--- src/rtl/poker_game_seq.sv ---
// Game controller for the poker datapath: bet/deal, hold selection, draw,
// judge wait and payout into a saturating credit register.
module poker_game_seq #(
  parameter logic [15:0] BET           = 16'd1,
  parameter logic [15:0] INIT_CREDIT   = 16'd100,
  parameter logic [23:0] HOLD_TIMEOUT  = 24'd12_000_000,
  parameter logic [7:0]  JUDGE_TIMEOUT = 8'd255
) (
  input  logic        clock,
  input  logic        reset_c,
  input  logic        start_b,
  input  logic [4:0]  hold_b,
  input  logic        draw_b,
  input  logic        deck_ready,
  input  logic        pjudge,
  input  logic [3:0]  hand_rank,
  input  logic        rank_valid,
  output logic        deck_req,
  output logic        hold_o0,
  output logic        hold_o1,
  output logic        hold_o2,
  output logic        hold_o3,
  output logic        hold_o4,
  output logic        draw_s,
  output logic [15:0] credit,
  output logic [15:0] win,
  output logic [2:0]  state_o,
  output logic        busy
);

  localparam logic [2:0] S_IDLE   = 3'd0;
  localparam logic [2:0] S_DEAL   = 3'd1;
  localparam logic [2:0] S_HOLD   = 3'd2;
  localparam logic [2:0] S_DRAW   = 3'd3;
  localparam logic [2:0] S_JUDGE  = 3'd4;
  localparam logic [2:0] S_PAYOUT = 3'd5;

  logic [2:0]  state_q, state_d;
  logic [15:0] credit_q, credit_d;
  logic [15:0] win_q, win_d;
  logic [4:0]  hold_q, hold_d;
  logic        draw_s_q, draw_s_d;
  logic        deck_req_q, deck_req_d;
  logic [23:0] hold_tmr_q, hold_tmr_d;
  logic [7:0]  judge_tmr_q, judge_tmr_d;
  logic [3:0]  rank_q, rank_d;
  logic [15:0] payout;
  logic        hold_expired;

  function automatic logic [6:0] mult(input logic [3:0] r);
    case (r)
      4'd2:    mult = 7'd1;
      4'd3:    mult = 7'd2;
      4'd4:    mult = 7'd3;
      4'd5:    mult = 7'd4;
      4'd6:    mult = 7'd10;
      4'd7:    mult = 7'd20;
      4'd8:    mult = 7'd50;
      4'd9:    mult = 7'd100;
      default: mult = 7'd0;
    endcase
  endfunction

  // Credit must never wrap back to a small value after a big win.
  function automatic logic [15:0] sat_add(input logic [15:0] a, input logic [15:0] b);
    logic [16:0] s;
    s = {1'b0, a} + {1'b0, b};
    sat_add = s[16] ? 16'hFFFF : s[15:0];
  endfunction

  assign payout       = BET * {9'd0, mult(rank_q)};
  assign hold_expired = (HOLD_TIMEOUT != 24'd0) && (hold_tmr_q == HOLD_TIMEOUT - 24'd1);

  always_comb begin
    state_d     = state_q;
    credit_d    = credit_q;
    win_d       = win_q;
    hold_d      = hold_q;
    draw_s_d    = draw_s_q;
    deck_req_d  = deck_req_q;
    hold_tmr_d  = hold_tmr_q;
    judge_tmr_d = judge_tmr_q;
    rank_d      = rank_q;
    case (state_q)
      S_IDLE: begin
        if (start_b && (credit_q >= BET)) begin
          credit_d   = credit_q - BET;
          win_d      = 16'd0;
          hold_d     = 5'd0;
          deck_req_d = 1'b1;
          state_d    = S_DEAL;
        end
      end
      S_DEAL: begin
        if (deck_ready) begin
          deck_req_d = 1'b0;
          hold_tmr_d = 24'd0;
          state_d    = S_HOLD;
        end
      end
      S_HOLD: begin
        // Toggles land on the same edge as a draw, so they are included in it.
        hold_d = hold_q ^ hold_b;
        if (draw_b || hold_expired) begin
          draw_s_d = 1'b1;
          state_d  = S_DRAW;
        end else begin
          hold_tmr_d = hold_tmr_q + 24'd1;
        end
      end
      S_DRAW: begin
        if (pjudge) begin
          draw_s_d    = 1'b0;
          judge_tmr_d = 8'd0;
          state_d     = S_JUDGE;
        end
      end
      S_JUDGE: begin
        if (rank_valid) begin
          rank_d  = hand_rank;
          state_d = S_PAYOUT;
        end else if (judge_tmr_q == JUDGE_TIMEOUT) begin
          rank_d  = 4'd0;
          state_d = S_PAYOUT;
        end else begin
          judge_tmr_d = judge_tmr_q + 8'd1;
        end
      end
      S_PAYOUT: begin
        win_d    = payout;
        credit_d = sat_add(credit_q, payout);
        state_d  = S_IDLE;
      end
      default: state_d = S_IDLE;
    endcase
  end

  always_ff @(posedge clock or negedge reset_c) begin
    if (!reset_c) begin
      state_q     <= S_IDLE;
      credit_q    <= INIT_CREDIT;
      win_q       <= 16'd0;
      hold_q      <= 5'd0;
      draw_s_q    <= 1'b0;
      deck_req_q  <= 1'b0;
      hold_tmr_q  <= 24'd0;
      judge_tmr_q <= 8'd0;
      rank_q      <= 4'd0;
    end else begin
      state_q     <= state_d;
      credit_q    <= credit_d;
      win_q       <= win_d;
      hold_q      <= hold_d;
      draw_s_q    <= draw_s_d;
      deck_req_q  <= deck_req_d;
      hold_tmr_q  <= hold_tmr_d;
      judge_tmr_q <= judge_tmr_d;
      rank_q      <= rank_d;
    end
  end

  assign deck_req = deck_req_q;
  assign draw_s   = draw_s_q;
  assign hold_o0  = hold_q[0];
  assign hold_o1  = hold_q[1];
  assign hold_o2  = hold_q[2];
  assign hold_o3  = hold_q[3];
  assign hold_o4  = hold_q[4];
  assign credit   = credit_q;
  assign win      = win_q;
  assign state_o  = state_q;
  assign busy     = (state_q != S_IDLE) && (state_q != S_HOLD);

endmodule

--- config.mk ---
export PLATFORM = sky130hd
export DESIGN_NAME = poker_game_seq
export DESIGN_NICKNAME = d
export VERILOG_FILES = /design/src/rtl/poker_game_seq.sv
export SDC_FILE = /design/constraint.sdc
export NUM_CORES = 1
export LEC_CHECK = 0
export ABC_AREA = 1
export CORE_UTILIZATION = 57
export DETAILED_ROUTE_END_ITERATION = 7
export GPL_ROUTABILITY_DRIVEN = 0
export MAX_ROUTING_LAYER = met4
export PLACE_DENSITY = 0.86
export SETUP_SLACK_MARGIN = 0.02
export SLEW_MARGIN = 20
export SYNTH_ARGS = -nofsm -noshare
export SYNTH_HDL_FRONTEND = slang
export SYNTH_SLANG_ARGS = --single-unit
export TNS_END_PERCENT = 1
--- constraint.sdc ---
create_clock -name clock -period 2.6 [get_ports clock]
set_input_delay 0.39 -clock clock [delete_from_list [all_inputs] [get_ports clock]]
set_output_delay 0.39 -clock clock [all_outputs]
set_load 0.05 [all_outputs]
==> flow_summary.json <==
{
  "io_buffers": 49,
  "crit_fanout": 5,
  "cpMostUsedCell": "nand2_1",
  "end_kind": "register",
  "syn_area_um2": 5116,
  "cp-start-kind": "register",
  "clkTransAtPathRegs_ns": 0.08,
  "synthMuxAreaShare_pct": 0,
  "synthArstFlopShare_pct": 100.0,
  "cp_cell_sequence": "nor2_1, inv_1, nor2_2, inv_2, nor2_1, a21oi_1, inv_1, ha_1, nand2_1, a21oi_1, nand3_1, nand2_1, nand2_1, nand2_1, nand2_1, nand3_1, nand2_1",
  "synth_compound_area_share_pct": 8.388,
  "yosys_warnings": 0,
  "globalRouteOverflowTotal": 0,
  "synth_largest_area_cell": "dfrtp_1",
  "grt_pass1_vias": 4867,
  "core_region_area_um2": 8721,
  "synth_area_leaders": "dfrtp_1, nand2_1, nand3_1",
  "root_buffer": "clkbuf_8",
  "slowest_stage": "dfrtp_1",
  "layout_min_cycle_time_ns": 2.457,
  "die_y_um": 96.74,
  "combPwrFrac_pct": 57.4,
  "synth_edf_count": 0,
  "grt_use_total_pct": 28.68,
  "synth_fa_ha_area_share_pct": 3.081,
  "relSlewSlack_pct": 40.85,
  "powerDensity_nw_per_um2": 1033,
  "drive_above_1_share_pct": 11.94,
  "crit_type": "reg2reg",
  "synth_xor_xnor_area_share_pct": 4.109,
  "vias": 4985,
  "diodes": 0,
  "die_w_um": 96.74,
  "seqPwrFrac_pct": 29.0,
  "postRouteAntennaNets": 0,
  "power_leakage_nw": 2.741,
  "avgSynthCellArea_um2": 6.803,
  "required_ns": 2.88,
  "drt-initial-drc-count": 284,
  "ios": 59,
  "drcViolationCount": 0,
  "synth_top_family_by_area": "simple AND/OR/NAND/NOR gates",
  "clkSinkCount": 69,
  "timing.final.crit_share_pct": 94.50,
  "yosysTopAreaCellShare_pct": 32.28,
  "cts_max_level": 3,
  "syn2layout_area_growth_pct": 14.43,
  "nNetsFinal": 828,
  "clock_power_share_pct": 13.6,
  "grt_pass1_wl_mm": 21.37,
  "start_util_pct": 58.67,
  "drv_slew": 0,
  "reg2reg_depth": 17,
  "status": "finished clean",
  "synth-seq-cells": 69,
  "finalPower_mw": 6.046,
  "dr.pass1.iters": 5,
  "tns_ns": 0,
  "maxCapViolCount": 0,
  "r2r_slack_ns": 0.14,
  "hold_class": "in2async",
  "fin_hold_ws_ns": 0.2428,
  "fin_area_um2": 5854,
  "report.final.setup_viol": 0,
  "worstPathArrival_ns": 2.74,
  "fillCellCount": 714,
  "clock_skew_ns": 0.01380,
  "wl_per_cell_um": 13.55,
  "yosysUniqueCellTypes": 39,
  "yosys_most_used_dff": "dfrtp_1",
  "dp_hpwl_mm": 9.031,
  "clk_path_buf_depth": 2,
  "crit_path_max_incr_delay_ns": 0.43,
  "rows": 34,
  "p_switching_mw": 3.161,
  "worstMarginPinSlew_ns": 0.8872,
  "antenna_found_initial": 0,
  "grt_start_max_net_pins": 70,
  "p_int_mw": 2.886,
  "post-cts-setup-buffers": 0,
  "hold_viol": 0,
  "insertion_delay_ns": 0.35,
  "placed_area_um2": 5633,
  "switching_share_pct": 52.27,
  "ys_seq_area_share_pct": 33.82,
  "synthSimpleGateAreaFrac_pct": 41.33,
  "max_freq_ghz": 0.4070,
  "drt-total-wl_mm": 12.36,
  "peakVddDrop_mv": 0.4831,
  "via_per_inst": 5.466,
  "die-area_um2": 9359,
  "cts_buffers": 9,
  "syn_inst": 752,
  "cts_tree": "yes"
}
final timing paths:
path	to	startpoint
worst max-delay path	credit[5]	rank_q[2]
min in group clock	win[4]	win[4]
max in group asynchronous	hold_tmr_q[18]	reset_c
worst min-delay path	rank_q[2]	reset_c
worst min register to register	win[4]	win[4]
worst max register to register	credit[5]	rank_q[2]
layout by cell type (no fill, tap or decap), types with 7 or more instances in the layout:
master / count
dfrtp_1: 66
nand2_1: 240
clkdlybuf4s50_1: 48
nor2_1: 80
o21ai_0: 33
nand2_2: 13
clkbuf_8: 12
inv_1: 65
a21oi_1: 10
ha_1: 11
xor2_1: 15
nand4_1: 10
nand3_1: 86
nor3_1: 8
xnor2_1: 9
nor2_2: 7
or2_2: 13
o21ai_2: 17
conb_1: 9
flip-flops by register name, indices dropped and copies added (netlist names):
name	count
rank_q	4
deck_req	1
hold_q	5
state_o	3
hold_tmr_q	24
win	7
credit	16
draw_s	1
judge_tmr_q	8
power groups by stage:
| stage | logic (mW) | clock network, mW | registers [mW] |
|---|---|---|---|
| floorplan | 1.98 | 0 | 2.29 |
| global placement | 3.27 | 0 | 1.74 |
| detailed placement | 3.36 | 0 | 1.76 |
| CTS | 3.40 | 0.838 | 1.74 |
| global route | 3.78 | 0.884 | 1.80 |
| finish | 3.47 | 0.824 | 1.75 |
timing repair:
item | CTS | global route
hold buffers | 0 | 0
gates resized for setup | 2 | 13
pin swaps | 0 | 1
setup endpoints to repair | 7 | 16
critical path: cells and delay by family, from the launching register on:
| kind | cells | cell delay (ns) |
|---|---|---|
| AOI/OAI and AO/OA | 2 | 0.57 |
| adders and majority gates | 1 | 0.29 |
| buffers and inverters | 3 | 0.28 |
| DFF | 1 | 0.43 |
| and+or+nand+nor | 11 | 0.81 |
per-stage QoR:
step | utilization (%) | std cells | setup slack (ns)
after floorplan | - | 760 | 0.3538
after global placement | 64.59 | 897 | 0.1294
after detailed placement | 64.59 | 897 | 0.03845
after CTS | 66.63 | 912 | 0.02686
after global routing | 67.13 | 912 | -0.002534
final | 67.13 | 912 | 0.1429
cell families after synthesis:
kind of cell / after synthesis
buf+inv: 99
flops: 69
compound gates: 70
other cells: 1
xor+xnor: 24
simple gates: 477
fa+ha+maj: 12
Yosys cell counts, types with 2 or more instances:
cell / n
nor2_1: 83
dfstp_2: 3
nand2_2: 10
dfrtp_1: 66
inv_1: 66
nand3_2: 4
buf_4: 9
inv_4: 2
nor3_2: 2
nor3_4: 2
buf_6: 7
inv_2: 5
xnor2_1: 9
xor2_1: 15
nor2_2: 4
buf_2: 6
nand3b_1: 5
o21ai_2: 16
nand2_1: 243
and2_1: 3
nor3_1: 9
nand3_1: 86
ha_1: 11
o21ai_0: 35
o21bai_1: 3
nand4_1: 10
or2_2: 13
clkbuf_1: 4
a21oi_1: 11
layer usage:
| metal | vias up | share of wire, % | wire length [um] | track usage (%) |
|---|---|---|---|---|
| li1 | 2480 | - | - | - |
| met1 | 2288 | 41 | 5009 | 32.27 |
| met2 | 175 | 51 | 6273 | 49.78 |
| met3 | 42 | 5.8 | 718 | 6.069 |
| met4 | 0 | 2.9 | 356 | 11.14 |
| met5 | - | 0 | 0 | - |
cell type report:
cell class / instances / area (um^2) / share of cell area, %
sequential: 69 / 1730 / 29.56
tap: 108 / 135.1 / 2.308
timing repair buffer: 55 / 543.0 / 9.275
inverter: 73 / 279.0 / 4.766
clock inverter: 1 / 5.005 / 0.08549
multi-input combinational: 592 / 2989 / 51.06
clock buffer: 14 / 172.7 / 2.949
Note: power is estimated with default switching activity, not from simulation.
